File: src/rtl/mii_pkg.sv
// MII character codes, CRC-32 constants and the receive FSM state shared by the MAC rx path.
package mii_pkg;
    localparam logic [7:0]  IDLE_CODE     = 8'h07;
    localparam logic [7:0]  START_CODE    = 8'hFB;
    localparam logic [7:0]  TERM_CODE     = 8'hFD;
    localparam logic [7:0]  PREAMBLE_CODE = 8'h55;
    localparam logic [7:0]  SFD_CODE      = 8'hD5;
    localparam logic [31:0] CRC_POLY      = 32'hEDB88320;
    localparam logic [31:0] CRC_RESIDUE   = 32'hDEBB20E3;

    typedef enum logic [1:0] {IDLE, DATA, DROP} rx_state_e;

    function automatic logic [15:0] strip_fcs(input logic [15:0] total);
        return (total < 16'd4) ? 16'd0 : total - 16'd4;
    endfunction
endpackage

File: src/rtl/crc32_d64.sv
// Reflected CRC-32 over up to eight bytes per cycle; be must be contiguous from lane 0.
module crc32_d64
    import mii_pkg::*;
(
    input  logic        clk,
    input  logic        rst_n,
    input  logic        clr,
    input  logic        en,
    input  logic [63:0] data,
    input  logic [7:0]  be,
    output logic [31:0] crc_nxt
);
    logic [31:0] crc_q;

    always_comb begin
        crc_nxt = crc_q;
        if (en) begin
            for (int i = 0; i < 8; i++) begin
                if (be[i]) begin
                    crc_nxt = crc_nxt ^ {24'd0, data[8*i +: 8]};
                    for (int b = 0; b < 8; b++)
                        crc_nxt = crc_nxt[0] ? ((crc_nxt >> 1) ^ CRC_POLY) : (crc_nxt >> 1);
                end
            end
        end
    end

    always_ff @(posedge clk or negedge rst_n) begin
        if (!rst_n)   crc_q <= '1;
        else if (clr) crc_q <= '1;
        else          crc_q <= crc_nxt;
    end
endmodule

File: src/rtl/mac_mii_rx.sv
// MII receive MAC: frame delineation, preamble/FCS strip, CRC and length check, header decode.
module mac_mii_rx
    import mii_pkg::*;
#(
    parameter int DATA_WIDTH      = 64,
    parameter int CTRL_WIDTH      = 8,
    parameter int MIN_FRAME_BYTES = 64,
    parameter int MAX_FRAME_BYTES = 1518
) (
    input  logic                  clk,
    input  logic                  i_rst_n,
    input  logic [DATA_WIDTH-1:0] i_mii_data,
    input  logic [CTRL_WIDTH-1:0] i_mii_valid,
    output logic [DATA_WIDTH-1:0] o_rx_data,
    output logic [CTRL_WIDTH-1:0] o_rx_keep,
    output logic                  o_rx_valid,
    output logic                  o_rx_last,
    output logic                  o_rx_error,
    output logic [47:0]           o_dest_address,
    output logic [47:0]           o_src_address,
    output logic [15:0]           o_eth_type,
    output logic                  o_hdr_valid,
    output logic [15:0]           o_rx_length,
    output logic                  o_frame_done,
    output logic                  o_fcs_error,
    output logic                  o_frame_error
);
    localparam logic [15:0] MIN_LEN = 16'(MIN_FRAME_BYTES);
    localparam logic [15:0] MAX_LEN = 16'(MAX_FRAME_BYTES);

    rx_state_e             state;
    logic [DATA_WIDTH-1:0] d_r, held;
    logic [CTRL_WIDTH-1:0] c_r, pend_keep, crc_be, keep_last, keep_tail;
    logic                  held_vld, pend, pend_fcs, pend_frm;
    logic [15:0]           len_q, total, pend_len;
    logic [16:0]           sum;
    logic [2:0]            term_k;
    logic                  is_start, pre_ok, is_full, is_term, has_fd, all_idle, idle_above;
    logic                  crc_clr, crc_en, hdr_fire, fcs_bad, len_bad;
    logic [31:0]           crc_nxt;

    always_comb begin
        is_start   = (c_r == 8'h01) && (d_r[7:0] == START_CODE);
        pre_ok     = d_r[63:8] == {SFD_CODE, {6{PREAMBLE_CODE}}};
        is_full    = (c_r == '0);
        term_k     = '0;
        for (int i = CTRL_WIDTH - 1; i >= 0; i--)
            if (c_r[i]) term_k = 3'(i);
        has_fd     = 1'b0;
        all_idle   = (c_r == '1);
        idle_above = 1'b1;
        for (int i = 0; i < CTRL_WIDTH; i++) begin
            if (c_r[i] && d_r[8*i +: 8] == TERM_CODE) has_fd = 1'b1;
            if (d_r[8*i +: 8] != IDLE_CODE) all_idle = 1'b0;
            if (i > int'(term_k) && d_r[8*i +: 8] != IDLE_CODE) idle_above = 1'b0;
        end
        // terminate: first control lane is FD and every lane above it is an idle control
        is_term   = !is_full && (c_r == (8'hFF << term_k)) &&
                    (d_r[8*term_k +: 8] == TERM_CODE) && idle_above;
        sum       = {1'b0, len_q} + (is_full ? 17'd8 : {14'd0, term_k});
        total     = sum[16] ? 16'hFFFF : sum[15:0];
        crc_clr   = (state != DATA);
        crc_en    = (state == DATA) && (is_full || is_term);
        crc_be    = is_full ? '1 : ~c_r;
        fcs_bad   = (crc_nxt != CRC_RESIDUE);
        len_bad   = (total < MIN_LEN) || (total > MAX_LEN);
        // word 1 sits in held while word 2 (bytes 8..15) is decoded
        hdr_fire  = (state == DATA) && (len_q == 16'd8) && (is_full || (is_term && term_k >= 3'd6));
        keep_last = (term_k == 3'd4) ? 8'hFF : (8'h01 << (term_k + 3'd4)) - 8'd1;
        keep_tail = (8'h01 << (term_k - 3'd4)) - 8'd1;
    end

    crc32_d64 u_crc (
        .clk    (clk),
        .rst_n  (i_rst_n),
        .clr    (crc_clr),
        .en     (crc_en),
        .data   (d_r),
        .be     (crc_be),
        .crc_nxt(crc_nxt)
    );

    always_ff @(posedge clk or negedge i_rst_n) begin
        if (!i_rst_n) begin
            state <= IDLE;
            d_r <= '0; c_r <= '0; held <= '0; held_vld <= 1'b0; len_q <= '0;
            pend <= 1'b0; pend_keep <= '0; pend_fcs <= 1'b0; pend_frm <= 1'b0; pend_len <= '0;
            o_rx_data <= '0; o_rx_keep <= '0; o_rx_valid <= 1'b0; o_rx_last <= 1'b0; o_rx_error <= 1'b0;
            o_dest_address <= '0; o_src_address <= '0; o_eth_type <= '0; o_hdr_valid <= 1'b0;
            o_rx_length <= '0; o_frame_done <= 1'b0; o_fcs_error <= 1'b0; o_frame_error <= 1'b0;
        end else begin
            d_r <= i_mii_data;
            c_r <= i_mii_valid;
            o_rx_valid <= 1'b0; o_rx_last <= 1'b0; o_rx_error <= 1'b0;
            o_frame_done <= 1'b0; o_hdr_valid <= 1'b0; pend <= 1'b0;

            if (pend) begin
                o_rx_valid <= 1'b1; o_rx_last <= 1'b1; o_rx_data <= held; o_rx_keep <= pend_keep;
                o_rx_error <= pend_fcs | pend_frm;
                o_frame_done <= 1'b1; o_fcs_error <= pend_fcs; o_frame_error <= pend_frm;
                o_rx_length <= pend_len;
            end

            if (hdr_fire) begin
                o_hdr_valid    <= 1'b1;
                o_dest_address <= {held[7:0], held[15:8], held[23:16], held[31:24], held[39:32], held[47:40]};
                o_src_address  <= {held[55:48], held[63:56], d_r[7:0], d_r[15:8], d_r[23:16], d_r[31:24]};
                o_eth_type     <= {d_r[39:32], d_r[47:40]};
            end

            case (state)
                IDLE: if (is_start) begin
                    len_q    <= '0;
                    held_vld <= 1'b0;
                    state    <= pre_ok ? DATA : DROP;
                end
                DATA: begin
                    if (is_full) begin
                        if (held_vld) begin
                            o_rx_valid <= 1'b1; o_rx_data <= held; o_rx_keep <= '1;
                        end
                        held <= d_r; held_vld <= 1'b1; len_q <= total;
                    end else if (is_term) begin
                        state    <= IDLE;
                        held_vld <= 1'b0;
                        if (held_vld && term_k > 3'd4) begin
                            // tail bytes spill into a second beat next cycle
                            o_rx_valid <= 1'b1; o_rx_data <= held; o_rx_keep <= '1;
                            held <= d_r; pend <= 1'b1; pend_keep <= keep_tail;
                            pend_fcs <= fcs_bad; pend_frm <= len_bad; pend_len <= strip_fcs(total);
                        end else begin
                            o_rx_valid <= held_vld; o_rx_last <= held_vld; o_rx_data <= held;
                            o_rx_keep <= keep_last; o_rx_error <= held_vld & (fcs_bad | len_bad);
                            o_frame_done <= 1'b1; o_fcs_error <= fcs_bad; o_frame_error <= len_bad;
                            o_rx_length <= strip_fcs(total);
                        end
                    end else begin
                        state <= DROP;
                    end
                end
                DROP: if (has_fd || all_idle) begin
                    state <= IDLE;
                    o_frame_done <= 1'b1; o_fcs_error <= 1'b0; o_frame_error <= 1'b1;
                    o_rx_length <= strip_fcs(len_q);
                end
                default: state <= IDLE;
            endcase
        end
    end
endmodule
File: config.mk
export PLATFORM = sky130hd
export DESIGN_NAME = mac_mii_rx
export DESIGN_NICKNAME = d
export VERILOG_FILES = /design/src/rtl/mii_pkg.sv /design/src/rtl/crc32_d64.sv /design/src/rtl/mac_mii_rx.sv
export SDC_FILE = /design/constraint.sdc
export NUM_CORES = 1
export LEC_CHECK = 0
export CELL_PAD_IN_SITES_DETAIL_PLACEMENT = 0
export CELL_PAD_IN_SITES_GLOBAL_PLACEMENT = 1
export CORE_MARGIN = 2
export CORE_UTILIZATION = 47
export CTS_CLUSTER_DIAMETER = 150
export DETAILED_ROUTE_END_ITERATION = 12
export HOLD_SLACK_MARGIN = 0.15
export PLACE_DENSITY_LB_ADDON = 0.2
export SLEW_MARGIN = 20
export SYNTH_ARGS = -nofsm -noshare
export SYNTH_HDL_FRONTEND = slang
export SYNTH_SLANG_ARGS = --single-unit
export TNS_END_PERCENT = 20
File: constraint.sdc
create_clock -name clk -period 12.2 [get_ports clk]
set_clock_uncertainty 0.05 [all_clocks]
set_input_delay 2.44 -clock clk [delete_from_list [all_inputs] [get_ports clk]]
set_output_delay 2.44 -clock clk [all_outputs]
set_load 0.05 [all_outputs]
### Word-level counts from Yosys, hierarchy flattened

Index checks and enable logic that the tools add are counted.
Widths: inputs -> output; s select.

| cells by class | value |
|---|---|
| add/sub/neg operators | 7 |
| order comparisons | 13 |
| equality and inequality tests | 33 |
| shift operators | 4 |
| mux-type cells | 188 |
| bitwise gates (word level) | 77 |
| reduce and logical (&&, ||, !) cells | 39 |

Operators by type and width:

| kind | count |
|---|---|
| $mux 32 | 81 |
| $not 13->14 | 64 |
| $mux 64 | 8 |
| $xor 32x8->32 | 8 |
| $mux 16 | 10 |
| $eq 8x8->1 const B | 11 |
| $mux 8 | 8 |
| $ne 8x3->1 const B | 8 |
| $pmux 16 s2 | 2 |
| $shiftx 64x7->8 | 1 |
| $mux 1 | 60 |
| $eq 56x56->1 const B | 1 |
| $lt 16x3->1 const B | 2 |
| $ne 32x32->1 const B | 1 |
| $sub 16x3->16 const B | 2 |
| $logic_and 1x1->1 | 24 |
| $mux 3 | 8 |
| $add 16x4->17 | 1 |
| $eq 16x4->1 const B | 1 |
| $gt 16x11->1 const B | 1 |
| $lt 16x7->1 const B | 1 |
| $shl 1x3->8 const A | 2 |
| $sub 8x1->8 const B | 2 |
| $gt 3x3->1 const A | 4 |
| other kinds (30) | 50 |

| storage, ports and cells | value |
|---|---|
| register bits after elaboration | 421 |
| output and inout port bits | 207 |
| word-level logic and storage cells | 386 |

### Longest topological paths before layout

| depth | value |
|---|---|
| depth in word-level cells | 161 |
| depth in mapped cells | 39 |
| gate-level depth less buffers | 31 |

### Cells and area by module

From an unflattened synthesis, not the netlist that was laid out.

| second synthesis, totals | value |
|---|---|
| cell total of the unflattened synthesis | 3176 |
| area, all modules | 32024.5 sq um |

By module, submodules not included:

| module | instances | cells an instance | area an instance (sq um) | seq. area each (sq um) |
|---|---|---|---|---|
| mac_mii_rx | 1 | 1543 | 17996.0 | 9734.3 |
| crc32_d64 | 1 | 1633 | 14028.5 | 840.8 |

### Least setup slack after synthesis

OpenSTA, ideal clock, no wires.

| timing path | value |
|---|---|
| path type | register to register |
| start point | register u_crc.crc_q[0] |
| end point | register pend_fcs |
| setup time | 129 ps |
| data arrival time | 9863 ps |
| required time | 12021 ps |
| setup slack | 2158 ps |
| stages on the path, launching flop included | 37 |
| buffers on the path | 5 |
| period minus slack after synthesis | 10042 ps |
| cells stage by stage | dfstp_2 buf_2 xnor2_4 xnor3_1 mux2_4 or2_1 buf_6 xnor3_1 a32o_1 nor3_2 buf_4 nor3_1 a2111oi_1 o2111ai_2 xnor3_2 mux2_2 nor3_4 o21ai_0 nand2_1 and3b_1 nor4_4 clkbuf_1 nor4_1 nor4_1 and3_1 clkbuf_1 xnor3_1 xnor3_1 mux2_1 or4_1 nand2_1 a2bb2oi_1 o211a_1 o2111ai_1 or3_1 nor4_2 o21ai_1 |

| on the way | value |
|---|---|
| longest elaborated chain between the ends | 115 |

RTL lines:

| item | line | text |
|---|---|---|
| start: declaration | crc32_d64.sv:13 | `logic [31:0] crc_q;` |
| start signal: assignment | crc32_d64.sv:31 | `else crc_q <= crc_nxt;` |
| $xor 32x8->32 | crc32_d64.sv:20 | `crc_nxt = crc_nxt ^ {24'd0, data[8*i +: 8]};` |
| $mux 32 | crc32_d64.sv:22 | `crc_nxt = crc_nxt[0] ? ((crc_nxt >> 1) ^ CRC_POLY) : (crc_nxt >> 1);` |
| $not 13->14 (no line) | n/a |  |
| $mux 32 | crc32_d64.sv:22 |  |
| $not 13->14 (no line) | n/a |  |
| $mux 32 (2 in series) | crc32_d64.sv:22 |  |
| $not 13->14 (no line) | n/a |  |
| $mux 32 | crc32_d64.sv:22 |  |
| (+92 left out) | n/a |  |
| $mux 32 | crc32_d64.sv:17 | `if (en) begin` |
| $xor 32x8->32 | crc32_d64.sv:20 |  |
| $mux 32 (2 in series) | crc32_d64.sv:22 |  |
| $not 13->14 (no line) | n/a |  |
| $mux 32 (6 in series) | crc32_d64.sv:22 |  |
| $mux 32 | crc32_d64.sv:19 | `if (be[i]) begin` |
| $mux 32 (*) | crc32_d64.sv:17 |  |
| $ne 32x32->1 (*) | mac_mii_rx.sv:65 | `fcs_bad = (crc_nxt != CRC_RESIDUE);` |
| end signal: assignment | mac_mii_rx.sv:130 | `pend_fcs <= fcs_bad; pend_frm <= len_bad; pend_len <= strip_fcs(total);` |
| end: declaration | mac_mii_rx.sv:34 | `logic held_vld, pend, pend_fcs, pend_frm;` |

Mark *: on every way between the ends. The rest lies on a longest branch, timed or not. The select of a mux whose other input is x is not followed.
A chain may end at the register's enable or synchronous reset.

### Worst setup path after layout

| timing path | value |
|---|---|
| start point | register d_r[0] |
| end point | register o_rx_error |

| on the way | value |
|---|---|
| longest elaborated chain between the ends | 121 |

RTL lines:

| item | line | text |
|---|---|---|
| start: declaration | mac_mii_rx.sv:32 | `logic [DATA_WIDTH-1:0] d_r, held;` |
| start signal: assignment | mac_mii_rx.sv:92 | `d_r <= i_mii_data;` |
| $xor 32x8->32 | crc32_d64.sv:20 |  |
| $mux 32 | crc32_d64.sv:22 |  |
| $not 13->14 (no line) | n/a |  |
| $mux 32 | crc32_d64.sv:22 |  |
| $not 13->14 (no line) | n/a |  |
| $mux 32 (2 in series) | crc32_d64.sv:22 |  |
| $not 13->14 (no line) | n/a |  |
| $mux 32 | crc32_d64.sv:22 |  |
| (+104 left out) | n/a |  |
| $mux 32 | crc32_d64.sv:17 |  |
| $ne 32x32->1 | mac_mii_rx.sv:65 |  |
| $or 1x1->1 | mac_mii_rx.sv:133 | `o_rx_keep <= keep_last; o_rx_error <= held_vld & (fcs_bad \| len_bad);` |
| $and 1x1->1 | mac_mii_rx.sv:133 |  |
| $mux 1 | mac_mii_rx.sv:126 | `if (held_vld && term_k > 3'd4) begin` |
| $mux 1 (*) | mac_mii_rx.sv:123 | `end else if (is_term) begin` |
| $mux 1 (*) | mac_mii_rx.sv:118 | `if (is_full) begin` |
| $mux 1 (*) | mac_mii_rx.sv:111 | `case (state)` |
| end signal: assignment | mac_mii_rx.sv:99 | `o_rx_error <= pend_fcs \| pend_frm;` |
| end signal: assignment | mac_mii_rx.sv:133 |  |
| end: declaration | mac_mii_rx.sv:18 | `output logic o_rx_error,` |

Marked as above.

==> results.py <==
metrics = {
    "cells_and_area": {
        "drive_gt1_frac": 0.166,
        "area_growth_pct": 17.1,
        "finalNetCount": 3387,
        "nFillCells": 5706,
        "antenna_cells": 0,
    },
    "clock_network": {
        "cts.htree.levels": 2,
        "cts.sinks": 421,
        "cts_made_buffers": 47,
        "cts_tree": "yes",
        "clk_path_buf_depth": 3,
        "root_buffer": "clkbuf_16",
        "clkTransAtPathRegs_ns": 0.06,
        "clk_latency_ns": 0.62,
    },
    "placed_design": {
        "dp_hpwl_mm": 81.0,
        "portBuffers": 280,
        "gp_congestion": 0.972,
    },
    "yosys": {
        "synth-edff-count": 0,
        "synth-seq-cells": 421,
        "yosysUniqueCellTypes": 114,
        "synth-main-ff-cell": "dfrtp_1",
        "synth_area_leader_cell": "dfrtp_1",
        "ys_top_cells_by_area": "dfrtp_1 (31%), mux2_2 (9.3%), xnor3_1 (7.3%)",
        "synth_seq_area_share": 0.339,
        "synth.most_common_cell": "dfrtp_1",
        "synthCells": 3096,
        "synthTopCellsByCount": "dfrtp_1 (389), nand2_1 (296), xnor2_1 (259), mux2_2 (257), nor2_1 (193)",
        "synth_nets": 3183,
        "synth_top_area_frac": 0.312,
        "syn-cell-area_um2": 31200,
        "syn_area_per_cell_um2": 10.1,
        "async_flop_share": 1.00,
        "ys_warn_count": 0,
    },
    "grt": {
        "antenna_found_initial": 1,
        "grt_usage": 0.304,
        "grt_pass1_wl_mm": 158,
        "grt_pass1_vias": 24500,
        "overflow": 0,
        "grt_start_max_net_pins": 181,
    },
    "floorplanning": {
        "start_util": 0.475,
        "core_area_um2": 65700,
        "rows": 94,
        "die_w_um": 262,
        "die_h_um": 262,
        "die-area_um2": 68500,
        "io-pin-count": 281,
    },
    "setup_path": {
        "cp.required_ns": 12.63,
        "critPathSlowestCell": "xnor3_1",
        "cpMostUsedCell": "xnor3_1",
        "critical_path_class": "reg2reg",
        "crit_arrival_ns": 12.11,
        "critPathMaxStageDelay_ns": 0.59,
        "crit_fanout": 10,
        "cp-end-kind": "flop",
        "worstSetupStartpointType": "flop",
    },
    "detailed_routing": {
        "drt_iter0_drc": 2141,
        "vias": 25100,
        "wire_per_inst_um": 25.1,
        "dr.pass1.iters": 5,
        "drt-total-wl_mm": 106,
        "via_per_inst": 5.97,
        "antenna_left": 0,
        "drc": 0,
    },
    "timing": {
        "hold_viol": 0,
        "fmax_mhz": 85.6,
        "timing.final.crit_period_ns": 11.68,
        "worstMarginPinSlew_ns": 1.13,
        "setup_tns_ns": 0,
        "grt_setup_unrepaired": "false",
        "finalCritPeriodShare": 0.957,
        "final-setup-viol-count": 0,
        "slew_headroom": 0.239,
        "report.final.slew_viol_count": 0,
    },
    "status": {
        "status": "finished clean",
    },
    "run": {
        "drv_cap": 0,
    },
    "min_path": {
        "min_path_type": "reg2reg",
    },
}
-- through the flow --
step	instance area, um2	setup slack, ns	instances	utilization	hold slack, ns
3_3_place_gp	34800	0.655	4111	0.530	0.402
5_1_grt	36600	0.00577	4201	0.556	0.451
3_5_place_dp	34900	0.438	4112	0.530	0.413
2_1_floorplan	31200	2.16	3096	-	0.384
4_1_cts	36500	0.411	4198	0.555	0.427
6_report	36600	0.519	4201	0.556	0.423
-- cell families (layout without fill, tap and decap cells) --
family,count (synthesis),count (layout),synth area share
AO/OA/AOI/OAI,598,598,0.130
XOR/XNOR,513,513,0.209
adder cells (fa/ha/maj),13,13,0.00545
buffers and inverters,234,475,0.0297
flip-flops,421,421,0.339
multiplexers,392,392,0.138
AND/OR/NAND/NOR,925,925,0.150
-- worst paths after layout --
path	startpoint	cells after the start	slack (ns)	end
worst max-delay path	d_r[0]	30	0.52	o_rx_error
worst min-delay path	pend_keep[0]	1	0.42	pend_keep[0]
worst max register to register	d_r[0]	30	0.52	o_rx_error
worst min register to register	pend_keep[0]	1	0.42	pend_keep[0]
max in group asynchronous	i_rst_n	3	7.90	c_r[5]
min in group asynchronous	i_rst_n	1	1.81	d_r[25]
-- placed cells by master, fill, tap and decap left out, types with 61 or more instances in the layout --
cell type / n
xnor3_1: 101
nand2_1: 296
dfrtp_1: 385
nor2_1: 193
a21oi_1: 113
mux2i_1: 125
nand3_1: 74
xnor2_1: 259
buf_4: 61
xor2_1: 104
clkdlybuf4s50_1: 279
o21ai_0: 165
mux2_2: 257
-- registers in the layout (all words and copies together) (netlist names), 2 cells and up --
name and flops:
d_r 64, held 64, o_rx_data 64, o_dest_address 48, o_src_address 48, u_crc.crc_q 32, len_q 16, o_eth_type 16
o_rx_length 16, pend_len 16, c_r 8, o_rx_keep 8, pend_keep 8, state 2
-- critical path, delay by kind of cell, from the launching register on --
family / cells / cell delay, ns
xor gates and xnor gates: 12 / 5.05
AOI/OAI and AO/OA: 9 / 3.04
and+or+nand+nor: 6 / 1.73
muxes: 3 / 1.14
DFF: 1 / 0.49
-- metal layers --
layer | wire (um) | vias to the layer above | track usage | share of wire
met5 | 0 | - | 0 | 0
met4 | 2470 | 0 | 0.0739 | 0.023
met3 | 5900 | 129 | 0.0312 | 0.056
met2 | 50500 | 866 | 0.501 | 0.48
met1 | 46700 | 12600 | 0.432 | 0.44
li1 | - | 11500 | - | -
-- repair_timing --
action | in CTS | in global routing
hold endpoints to repair | 0 | 0
hold buffers | 0 | 0
resized for setup | 0 | 6
buffers inserted | 0 | 2
setup endpoints to repair | 0 | 3
-- cell type report --
class                      instances  area, um2  share of cell area
clock inverter                    20        263             0.00719
timing repair buffer             344       3340              0.0914
tap                              864       1080              0.0296
clock buffer                      66       1340              0.0366
multi-input combinational       2441      19800               0.541
sequential                       421      10600               0.289
inverter                          45        169             0.00462
Power is not shown: default switching activity piles up to over one toggle a cycle in this logic, so the estimate is an artifact.
